===== src/rtl/execute_stage_if.sv =====
// E-stage decoded controls and operands in, comparator/redirect and EX/MEM register out.
// Pure signal bundle: no logic and no latency of its own.
// No backpressure: the stage consumes one instruction per cycle.
interface execute_stage_if;
    logic        regwriteE;
    logic        memrwE;
    logic        brunE;
    logic        branchE;
    logic        jumpE;
    logic        bselE;
    logic [1:0]  wbselE;
    logic [2:0]  aluselE;
    logic [2:0]  funct3E;
    logic [4:0]  rdE;
    logic [4:0]  rs1E;
    logic [4:0]  rs2E;
    logic [31:0] rd1E;
    logic [31:0] rd2E;
    logic [31:0] imm_exE;
    logic [31:0] pcE;
    logic [31:0] pc4E;
    logic [1:0]  forwardAE;
    logic [1:0]  forwardBE;
    logic [31:0] resultW;

    logic        breqE;
    logic        brltE;
    logic        pcselE;
    logic [31:0] pctargetE;
    logic        regwriteM;
    logic        memrwM;
    logic [1:0]  wbselM;
    logic [4:0]  rdM;
    logic [31:0] aluresultM;
    logic [31:0] writedataM;
    logic [31:0] pc4M;

    modport master (
        output regwriteE, memrwE, brunE, branchE, jumpE, bselE, wbselE, aluselE, funct3E,
               rdE, rs1E, rs2E, rd1E, rd2E, imm_exE, pcE, pc4E, forwardAE, forwardBE, resultW,
        input  breqE, brltE, pcselE, pctargetE,
               regwriteM, memrwM, wbselM, rdM, aluresultM, writedataM, pc4M
    );

    modport slave (
        input  regwriteE, memrwE, brunE, branchE, jumpE, bselE, wbselE, aluselE, funct3E,
               rdE, rs1E, rs2E, rd1E, rd2E, imm_exE, pcE, pc4E, forwardAE, forwardBE, resultW,
        output breqE, brltE, pcselE, pctargetE,
               regwriteM, memrwM, wbselM, rdM, aluresultM, writedataM, pc4M
    );
endinterface


===== src/rtl/execute_stage.sv =====
// Execute stage: forwarding muxes, ALU, branch compare/redirect, EX/MEM register (EXECUTE_SLT_EN adds slt/sltu).
// Latency: redirect outputs combinational; EX/MEM outputs 1 cycle.
// No backpressure: stalls/flushes are applied upstream as bubbles.
module execute_stage (
    input  logic         clk,
    input  logic         rst_n,
    execute_stage_if.slave ex
);

    typedef struct packed {
        logic        regwrite;
        logic        memrw;
        logic [1:0]  wbsel;
        logic [4:0]  rd;
        logic [31:0] aluresult;
        logic [31:0] writedata;
        logic [31:0] pc4;
    } exMemT;

    exMemT       exMemQ;
    logic [31:0] srcA;
    logic [31:0] fwdB;
    logic [31:0] srcB;
    logic [31:0] aluResult;
    logic [31:0] jalrSum;
    logic        taken;

    // Forward code 10 must use the registered M-stage value, not this cycle's ALU output.
    always_comb begin
        srcA = ex.rd1E;
        case (ex.forwardAE)
            2'b01:   srcA = ex.resultW;
            2'b10:   srcA = exMemQ.aluresult;
            default: srcA = ex.rd1E;
        endcase
        fwdB = ex.rd2E;
        case (ex.forwardBE)
            2'b01:   fwdB = ex.resultW;
            2'b10:   fwdB = exMemQ.aluresult;
            default: fwdB = ex.rd2E;
        endcase
    end

    assign srcB = ex.bselE ? ex.imm_exE : fwdB;

    always_comb begin
        aluResult = srcA + srcB;
        case (ex.aluselE)
            3'b001:  aluResult = srcA - srcB;
            3'b010:  aluResult = srcA & srcB;
            3'b011:  aluResult = srcA | srcB;
            3'b100:  aluResult = srcA ^ srcB;
`ifdef EXECUTE_SLT_EN
            3'b101:  aluResult = {31'd0, $signed(srcA) < $signed(srcB)};
            3'b110:  aluResult = {31'd0, srcA < srcB};
`endif
            default: aluResult = srcA + srcB;
        endcase
    end

    assign ex.breqE = (srcA == fwdB);
    assign ex.brltE = ex.brunE ? (srcA < fwdB) : ($signed(srcA) < $signed(fwdB));

    always_comb begin
        taken = 1'b0;
        if (ex.branchE) begin
            case (ex.funct3E)
                3'b000:  taken = ex.breqE;
                3'b001:  taken = !ex.breqE;
                3'b100:  taken = ex.brltE;
                3'b101:  taken = !ex.brltE;
                default: taken = 1'b0;
            endcase
        end
    end

    assign ex.pcselE    = taken | ex.jumpE;
    assign jalrSum      = srcA + ex.imm_exE;
    assign ex.pctargetE = (ex.jumpE && ex.bselE) ? {jalrSum[31:1], 1'b0} : (ex.pcE + ex.imm_exE);

    always_ff @(posedge clk or negedge rst_n) begin
        if (!rst_n) begin
            exMemQ <= '0;
        end else begin
            exMemQ.regwrite  <= ex.regwriteE;
            exMemQ.memrw     <= ex.memrwE;
            exMemQ.wbsel     <= ex.wbselE;
            exMemQ.rd        <= ex.rdE;
            exMemQ.aluresult <= aluResult;
            exMemQ.writedata <= fwdB;
            exMemQ.pc4       <= ex.pc4E;
        end
    end

    assign ex.regwriteM  = exMemQ.regwrite;
    assign ex.memrwM     = exMemQ.memrw;
    assign ex.wbselM     = exMemQ.wbsel;
    assign ex.rdM        = exMemQ.rd;
    assign ex.aluresultM = exMemQ.aluresult;
    assign ex.writedataM = exMemQ.writedata;
    assign ex.pc4M       = exMemQ.pc4;

endmodule


===== src/flat_wrapper.sv =====
// flat-port wrapper written by rule: the top's interface ports become plain ports
module execute_stage_flat 
  (clk, rst_n, ex_regwriteE, ex_memrwE, ex_brunE, ex_branchE, ex_jumpE, ex_bselE, ex_wbselE, ex_aluselE, ex_funct3E, ex_rdE, ex_rs1E, ex_rs2E, ex_rd1E, ex_rd2E, ex_imm_exE, ex_pcE, ex_pc4E, ex_forwardAE, ex_forwardBE, ex_resultW, ex_breqE, ex_brltE, ex_pcselE, ex_pctargetE, ex_regwriteM, ex_memrwM, ex_wbselM, ex_rdM, ex_aluresultM, ex_writedataM, ex_pc4M);
  execute_stage_if ex_i ();
  input  logic clk;
  input  logic rst_n;
  input wire logic [$bits(ex_i.regwriteE)-1:0] ex_regwriteE;
  input wire logic [$bits(ex_i.memrwE)-1:0] ex_memrwE;
  input wire logic [$bits(ex_i.brunE)-1:0] ex_brunE;
  input wire logic [$bits(ex_i.branchE)-1:0] ex_branchE;
  input wire logic [$bits(ex_i.jumpE)-1:0] ex_jumpE;
  input wire logic [$bits(ex_i.bselE)-1:0] ex_bselE;
  input wire logic [$bits(ex_i.wbselE)-1:0] ex_wbselE;
  input wire logic [$bits(ex_i.aluselE)-1:0] ex_aluselE;
  input wire logic [$bits(ex_i.funct3E)-1:0] ex_funct3E;
  input wire logic [$bits(ex_i.rdE)-1:0] ex_rdE;
  input wire logic [$bits(ex_i.rs1E)-1:0] ex_rs1E;
  input wire logic [$bits(ex_i.rs2E)-1:0] ex_rs2E;
  input wire logic [$bits(ex_i.rd1E)-1:0] ex_rd1E;
  input wire logic [$bits(ex_i.rd2E)-1:0] ex_rd2E;
  input wire logic [$bits(ex_i.imm_exE)-1:0] ex_imm_exE;
  input wire logic [$bits(ex_i.pcE)-1:0] ex_pcE;
  input wire logic [$bits(ex_i.pc4E)-1:0] ex_pc4E;
  input wire logic [$bits(ex_i.forwardAE)-1:0] ex_forwardAE;
  input wire logic [$bits(ex_i.forwardBE)-1:0] ex_forwardBE;
  input wire logic [$bits(ex_i.resultW)-1:0] ex_resultW;
  output wire logic [$bits(ex_i.breqE)-1:0] ex_breqE;
  output wire logic [$bits(ex_i.brltE)-1:0] ex_brltE;
  output wire logic [$bits(ex_i.pcselE)-1:0] ex_pcselE;
  output wire logic [$bits(ex_i.pctargetE)-1:0] ex_pctargetE;
  output wire logic [$bits(ex_i.regwriteM)-1:0] ex_regwriteM;
  output wire logic [$bits(ex_i.memrwM)-1:0] ex_memrwM;
  output wire logic [$bits(ex_i.wbselM)-1:0] ex_wbselM;
  output wire logic [$bits(ex_i.rdM)-1:0] ex_rdM;
  output wire logic [$bits(ex_i.aluresultM)-1:0] ex_aluresultM;
  output wire logic [$bits(ex_i.writedataM)-1:0] ex_writedataM;
  output wire logic [$bits(ex_i.pc4M)-1:0] ex_pc4M;
  assign ex_i.regwriteE = ex_regwriteE;
  assign ex_i.memrwE = ex_memrwE;
  assign ex_i.brunE = ex_brunE;
  assign ex_i.branchE = ex_branchE;
  assign ex_i.jumpE = ex_jumpE;
  assign ex_i.bselE = ex_bselE;
  assign ex_i.wbselE = ex_wbselE;
  assign ex_i.aluselE = ex_aluselE;
  assign ex_i.funct3E = ex_funct3E;
  assign ex_i.rdE = ex_rdE;
  assign ex_i.rs1E = ex_rs1E;
  assign ex_i.rs2E = ex_rs2E;
  assign ex_i.rd1E = ex_rd1E;
  assign ex_i.rd2E = ex_rd2E;
  assign ex_i.imm_exE = ex_imm_exE;
  assign ex_i.pcE = ex_pcE;
  assign ex_i.pc4E = ex_pc4E;
  assign ex_i.forwardAE = ex_forwardAE;
  assign ex_i.forwardBE = ex_forwardBE;
  assign ex_i.resultW = ex_resultW;
  assign ex_breqE = ex_i.breqE;
  assign ex_brltE = ex_i.brltE;
  assign ex_pcselE = ex_i.pcselE;
  assign ex_pctargetE = ex_i.pctargetE;
  assign ex_regwriteM = ex_i.regwriteM;
  assign ex_memrwM = ex_i.memrwM;
  assign ex_wbselM = ex_i.wbselM;
  assign ex_rdM = ex_i.rdM;
  assign ex_aluresultM = ex_i.aluresultM;
  assign ex_writedataM = ex_i.writedataM;
  assign ex_pc4M = ex_i.pc4M;
  execute_stage u_core (.clk(clk), .rst_n(rst_n), .ex(ex_i));
endmodule

===== config.mk =====
export PLATFORM = sky130hd
export DESIGN_NAME = execute_stage_flat
export DESIGN_NICKNAME = d
export VERILOG_FILES = /design/src/rtl/execute_stage_if.sv /design/src/rtl/execute_stage.sv /design/src/flat_wrapper.sv
export SDC_FILE = /design/constraint.sdc
export NUM_CORES = 1
export LEC_CHECK = 0
export ABC_AREA = 1
export CAP_MARGIN = 25
export CORE_ASPECT_RATIO = 0.9
export CORE_MARGIN = 2
export CORE_UTILIZATION = 51
export CTS_CLUSTER_SIZE = 8
export DETAILED_ROUTE_END_ITERATION = 8
export PLACE_DENSITY = 0.83
export SLEW_MARGIN = 20
export SYNTH_ARGS = -nofsm -noshare
export SYNTH_HDL_FRONTEND = slang
export SYNTH_SLANG_ARGS = --single-unit
export TNS_END_PERCENT = 5

===== constraint.sdc =====
create_clock -name clk -period 3.9 [get_ports clk]
set_input_delay 0.39 -clock clk [delete_from_list [all_inputs] [get_ports clk]]
set_output_delay 0.39 -clock clk [all_outputs]
set_load 0.03 [all_outputs]

==> results.json, run 1 <==
{
  "synth-warning-count": 0,
  "status": "did not finish",
  "error": "[ERROR GRT-0232] Routing congestion too high. Check the congestion heatmap in the GUI.",
  "yosysSeqAreaShare_pct": 18.9,
  "cts-hold-fix-buffers": 0,
  "synth_cell_types": 48,
  "stop_stage": "global routing (5_1_grt)",
  "grt-worst-endpoint": "ex_pcselE",
  "gpl.final_weighted_congestion": 1.12,
  "ioPinCount": 367,
  "rows": 57,
  "synth.top_cell.area_share_pct": 18.9,
  "io_buffers": 356,
  "synth_nets": 2552,
  "synthesis.area_um2": 13900,
  "grtUsageTotal_pct": 76.5,
  "ys_ff_latch": 105,
  "synth_common_cells": "nand2_1, inv_1, nor2_1",
  "die_y_um": 161,
  "synth_edf_count": 0,
  "yosys-top-cells-area": "dfrtp_1, ha_1, nand2_1",
  "ys_async_sr_fraction_pct": 100,
  "hpwl_mm": 55.0,
  "syn_inst": 2122,
  "root_buffer": "clkbuf_16",
  "clock_sinks": 105,
  "start_util_pct": 51.7,
  "place_inst": 3215,
  "yosysMostFrequentCell": "nand2_1",
  "ys.flop_type": "dfrtp_1",
  "die_x_um": 178,
  "clock_tree.buffer_depth": 2,
  "cts_buffers": 9,
  "avgSynthCellArea_um2": 6.56,
  "grt_overflow": 13,
  "synth_top_area_cell": "dfrtp_1",
  "grt_max_degree": 55,
  "htree_levels": 3,
  "worstEndpointType": "top-level output"
}
## metrics by stage
step / setup slack [ns] / area (µm²)
3_3_place_gp: -0.839 / 21300
4_1_cts: 0.00383 / 22400
3_5_place_dp: -0.828 / 21300
2_1_floorplan: 0.0928 / 13900
## cells by family after synthesis
group	share of synthesized area (%)
AO/OA/AOI/OAI	18.5
XOR/XNOR	3.65
adder cells (fa/ha/maj)	18.4
buffers and inverters	8.90
flip-flops	18.9
AND/OR/NAND/NOR	31.7
## metal layers
layer  GRT overflow  global-route usage (%)
met5              0                    53.0
met3              2                    66.7
met2              3                    89.7
met4              5                    65.7
met1              3                    77.9
## timing repair
action                                 CTS
gates resized for setup                185
endpoints found under the hold margin    0
gates cloned                             2
pin swaps                               31
buffers inserted                        25
setup endpoints to repair               55
==> run 2, diff against run 1 <==
--- a/config.mk
+++ b/config.mk
@@ -7,12 +7,10 @@
 export LEC_CHECK = 0
 export ABC_AREA = 1
 export CAP_MARGIN = 25
-export CORE_ASPECT_RATIO = 0.9
 export CORE_MARGIN = 2
-export CORE_UTILIZATION = 51
-export CTS_CLUSTER_SIZE = 8
+export CORE_UTILIZATION = 40
 export DETAILED_ROUTE_END_ITERATION = 8
-export PLACE_DENSITY = 0.83
+export PLACE_DENSITY_LB_ADDON = 0.15
 export SLEW_MARGIN = 20
 export SYNTH_ARGS = -nofsm -noshare
 export SYNTH_HDL_FRONTEND = slang
==> run 2 against run 1 <==
  * The flow now finishes without violations
  * Area after synthesis did not move
  * Synthesized cell count is the same
==> results.json, run 2 <==
{
  "synth_nets": 2552,
  "gpl.final_weighted_congestion": 0.983,
  "max_slew_margin_pct": 38.2,
  "synth-warning-count": 0,
  "final_common_cell": "nand2_1",
  "grt_max_degree": 53,
  "start_util_pct": 40.4,
  "synth_top_area_cell": "dfrtp_1",
  "status": "finished clean",
  "cp-startpoint": "ex_forwardAE[1]",
  "slew_viol_final": 0,
  "nNetsFinal": 3329,
  "p_sw_mw": 4.32,
  "yosysSeqAreaShare_pct": 18.9,
  "drt-total-wl_mm": 65.8,
  "coreArea_um2": 34500,
  "grt_overflow": 0,
  "drc_errors": 0,
  "crit_type": "input port to output port",
  "finalInstanceArea_um2": 22900,
  "vias_per_cell": 5.34,
  "cts_buffers": 9,
  "hpwl_mm": 55.1,
  "ioPinCount": 367,
  "critPathArrivalTime_ns": 3.42,
  "ys.flop_type": "dfrtp_1",
  "crit_required_ns": 3.51,
  "die_x_um": 191,
  "clock_latency_ns": 0.38,
  "synth_cell_types": 48,
  "synth_common_cells": "nand2_1, inv_1, nor2_1",
  "hold_violations": 0,
  "finalSetupViolations": 0,
  "grt_first_pass_wirelength_mm": 98.6,
  "p_per_area_nw_per_um2": 403,
  "skew_ns": 0.0197,
  "stdcell_count": 3361,
  "timing.rr.start": "u_core.ex.aluresultM[1]",
  "postRouteAntennaNets": 0,
  "die_y_um": 191,
  "num_vias": 18000,
  "grt_pass1_vias": 17700,
  "synth.top_cell.area_share_pct": 18.9,
  "clock_tree.buffer_depth": 2,
  "startpoint_type": "input port",
  "p_int_mw": 4.90,
  "clkTransAtPathRegs_ns": 0.08,
  "synthesis.area_um2": 13900,
  "fin_crit_ns": 3.81,
  "yosys-top-cells-area": "dfrtp_1, ha_1, nand2_1",
  "avgSynthCellArea_um2": 6.56,
  "r2r_end": "u_core.ex.aluresultM[17]",
  "detail_route.wl_per_cell_um": 19.6,
  "p_comb_share_pct": 72.1,
  "period_share_pct": 97.7,
  "die-area_um2": 36300,
  "clock.fmax_ghz": 0.262,
  "ys_ff_latch": 105,
  "dr.pass1.iters": 6,
  "rsz0062_at_grt": "yes",
  "rows": 68,
  "critPathMaxFanout": 13,
  "io_buffers": 356,
  "place_inst": 3325,
  "ir_drop_v": 0.000265,
  "cts_tree": "done",
  "grtUsageTotal_pct": 35.4,
  "post_dp_cell_area_um2": 21500,
  "crit_end": "ex_pctargetE[31]",
  "initialDrtViolationCount": 1318,
  "whs_ns": 0.0663,
  "htree_levels": 3,
  "clock_sinks": 105,
  "min-delay-path-class": "input port to async pin",
  "syn_to_final_growth_pct": 64.4,
  "cap_violations": 0,
  "ys_async_sr_fraction_pct": 100,
  "synth_edf_count": 0,
  "seqPwrFrac_pct": 16.6,
  "mostFrequentLayoutCells": "nand2_1, buf_4, clkdlybuf4s50_1",
  "yosysMostFrequentCell": "nand2_1",
  "tightest_slew_ns": 0.925,
  "p_leak_nw": 11.3,
  "root_buffer": "clkbuf_16",
  "drive_gt1_share_pct": 26.4,
  "cts-hold-fix-buffers": 0,
  "endpoint_kind": "output port",
  "r2r_cells": 22,
  "reg2reg_setup_slack_ns": 0.20,
  "p_sw_share_pct": 46.9,
  "antenna_found_initial": 2,
  "syn_inst": 2122,
  "clkPwrFrac_pct": 11.4
}
==> run 2: cell counts after synthesis <==
Identical to the previous run, type by type.
==> run 2: final cells by class <==
class | instances | area, µm²
flip-flops and latches | 105 | 2630
clock inverters | 7 | 114
repair buffers | 816 | 7410
fillers | 3079 | 11600
multi-input cells | 1701 | 10900
inverters | 266 | 1010
diodes | 2 | 5.00
well taps | 455 | 569
clock buffers | 9 | 225
==> run 2: how the worst min path moves through the flow <==
stage,startpoint,end,slack [ns]
floorplan,rst_n,u_core.ex.aluresultM[0],0.09
global placement,rst_n,u_core.ex.pc4M[26],0.48
detailed placement,rst_n,u_core.ex.pc4M[29],0.47
CTS,rst_n,u_core.ex.aluresultM[28],0.08
global route,rst_n,u_core.ex.pc4M[30],0.11
finish,rst_n,u_core.ex.writedataM[20],0.07
==> run 2: logic make-up after synthesis <==
group	Yosys count	synth area share, %
and+or+nand+nor	1010	31.7
AOI/OAI and AO/OA	430	18.5
buffers and inverters	316	8.90
adders and majority gates	203	18.4
DFF	105	18.9
xor gates and xnor gates	58	3.65
==> run 2: worst max-delay path, stage by stage <==
cell      delay (ns)
clkbuf_2        0.11
inv_1           0.06
ha_2            0.19
buf_12          0.16
buf_4           0.17
a221o_1         0.34
o21ai_2         0.15
inv_2           0.11
ha_4            0.30
nand2_1         0.07
buf_4           0.14
nor2_1          0.16
nand2_2         0.11
nor3_2          0.13
nand2_1         0.11
nand2_2         0.11
buf_4           0.11
nand2_1         0.05
nand2_1         0.06
nand2_1         0.06
nand3_2         0.08
nand2_2         0.08
buf_12          0.14
==> run 2: routing by layer <==
metal,part of all wire [%],GRT usage (%),vias up
met5,0,0,-
met4,3.3,11.6,0
met3,7.3,4.62,113
met2,46,59.7,809
met1,44,46.7,8385
li1,-,-,8651
==> run 2: stage by stage <==
step	setup TNS (ns)	total power [mW]	worst slack (ns)	utilization [%]
2_1_floorplan	0	4.43	0.0928	-
3_3_place_gp	-30.02	7.57	-1.08	62.5
3_5_place_dp	-33.53	7.64	-1.08	62.5
4_1_cts	-0.0846	8.97	-0.0476	65.4
5_1_grt	-0.594	9.77	-0.117	66.5
6_report	0	9.22	0.0881	66.5
==> run 2: what timing repair did <==
action | in CTS | in global routing
pin swaps | 29 | 49
setup endpoints to repair | 54 | 49
hold endpoints to repair | 0 | 0
setup buffers | 15 | 3
gates resized for setup | 170 | 105
==> run 2: power by group through the flow <==
stage	registers (mW)	logic [mW]	clock network (mW)
after floorplan	1.89	2.53	0
after global routing	1.54	7.12	1.11
after detailed placement	1.54	6.10	0
after CTS	1.52	6.39	1.06
after global placement	1.54	6.03	0
final	1.53	6.64	1.05
(Power assumes the default switching activity.)
==> run 3, diff against run 2 <==
==> constraint.sdc (replaced) <==
create_clock -name clk -period 4.78 [get_ports clk]
set_input_delay 0.478 -clock clk [delete_from_list [all_inputs] [get_ports clk]]
set_output_delay 0.478 -clock clk [all_outputs]
set_load 0.03 [all_outputs]
==> run 3 against run 2 <==
  * Core utilization fell by 8.1 points
  * Largest power group unchanged
  * First-iteration DRC count rose by 1.7%
  * Total power fell by 29%
==> results.json, run 3 (same netlist as run 2, synthesis figures left out) <==
{
  "die_x_um": 191,
  "detail_route.wl_per_cell_um": 19.5,
  "seq_area_um2": 2630,
  "nNetsFinal": 3064,
  "fillCellCount": 3354,
  "antenna_found_initial": 3,
  "dr.pass1.iters": 5,
  "fin_crit_ns": 4.70,
  "rsz0062_at_grt": "yes",
  "tightest_slew_ns": 0.926,
  "ioPinCount": 367,
  "hpwl_mm": 51.9,
  "skew_ns": 0.0142,
  "clkTransAtPathRegs_ns": 0.07,
  "fin_util_pct": 58.4,
  "cts-hold-fix-buffers": 0,
  "num_vias": 16500,
  "coreArea_um2": 34500,
  "io_buffers": 356,
  "drt-total-wl_mm": 60.3,
  "clock_sinks": 105,
  "power_mw": 6.52,
  "initialDrtViolationCount": 1341,
  "clock.fmax_ghz": 0.213,
  "start_util_pct": 40.4,
  "cts_tree": "done",
  "slew_viol_final": 0,
  "drive_gt1_share_pct": 13.6,
  "finalInstanceArea_um2": 20100,
  "startpoint_type": "input port",
  "post_dp_cell_area_um2": 19600,
  "crit_type": "input port to output port",
  "endpoint_kind": "output port",
  "hold_violations": 0,
  "reg2reg_setup_slack_ns": 0.90,
  "clock_tree.buffer_depth": 2,
  "clock_latency_ns": 0.36,
  "setup_slack_ns": 0.0797,
  "multi_input_area_um2": 10200,
  "syn_to_final_growth_pct": 44.4,
  "min-delay-path-class": "input port to async pin",
  "grtUsageTotal_pct": 32.7,
  "cap_violations": 0,
  "ir_drop_v": 0.000234,
  "vias_per_cell": 5.33,
  "htree_levels": 3,
  "grt_pass1_vias": 15900,
  "grt_first_pass_wirelength_mm": 90.8,
  "p_per_area_nw_per_um2": 324,
  "gpl.final_weighted_congestion": 0.999,
  "max_slew_margin_pct": 37.7,
  "p_leak_nw": 9.96,
  "post-place-ws_ns": -0.199,
  "die-area_um2": 36300,
  "die_y_um": 191,
  "postRouteAntennaNets": 0,
  "final_common_cell": "nand2_1",
  "cts_buffers": 9,
  "crit_required_ns": 4.30,
  "rows": 68,
  "mostFrequentLayoutCells": "nand2_1, clkdlybuf4s50_1, inv_1",
  "status": "finished clean",
  "root_buffer": "clkbuf_16",
  "finalSetupViolations": 0,
  "drc_errors": 0,
  "period_share_pct": 98.3,
  "grt_overflow": 0,
  "grt_max_degree": 69,
  "critPathMaxFanout": 22,
  "critPathArrivalTime_ns": 4.22,
  "fin_setup_tns_ns": 0
}
run 3: report_power, final:
group	internal (mW)	switching, mW	total [mW]
registers	1.06	0.164	1.23
clock network	0.378	0.358	0.736
logic	1.89	2.67	4.55
run 3: final timing paths:
kind,startpoint,end,cells past startpoint
worst max register to register,u_core.ex.aluresultM[1],u_core.ex.aluresultM[26],24
worst min-delay path,rst_n,u_core.ex.pc4M[26],1
max in group asynchronous,rst_n,u_core.ex.writedataM[29],2
worst max-delay path,ex_forwardBE[0],ex_pcselE,23
min in group clk,ex_pc4E[3],u_core.ex.pc4M[3],1
worst min register to register,u_core.ex.aluresultM[22],u_core.ex.writedataM[22],4
run 3: through the flow:
stage,cells,hold WS [ns]
4_1_cts,3090,0.252
3_3_place_gp,3073,0.628
5_1_grt,3097,0.297
3_5_place_dp,3074,0.626
6_report,3097,0.229
2_1_floorplan,2122,0.182
run 3: worst max-delay path, stage by stage:
cell	delay, ns
clkdlybuf4s50_1	0.50
inv_1	0.06
ha_2	0.38
inv_2	0.10
buf_4	0.22
buf_12	0.15
buf_4	0.16
buf_4	0.15
or2_2	0.28
nand2_1	0.11
ha_1	0.27
a21oi_2	0.17
o21ai_0	0.10
a21oi_1	0.21
a21boi_2	0.24
nand3b_1	0.11
nand2_1	0.11
nand2_1	0.05
nand2_1	0.05
nand2_1	0.05
nand2_1	0.05
nand2_1	0.05
buf_4	0.16
run 3: routing by layer:
metal	track usage [%]	part of all wire, %
met5	0	0
met4	10.3	3.0
met3	3.68	6.8
met2	55.1	46
met1	43.7	44
run 3: area by class of cell:
class	instances	share of cell area (%)
antenna	3	0.0373
clock buffer	11	1.21
clock inverter	5	0.236
inverter	266	4.96
multi-input combinational	1701	50.8
sequential	105	13.1
tap	455	2.83
timing repair buffer	551	26.9
run 3: repair_timing:
item / 4_1_cts / 5_1_grt
pin swaps: 0 / 2
endpoints found under the setup margin: 12 / 28
gates resized for setup: 6 / 58
buffers inserted: 0 / 4
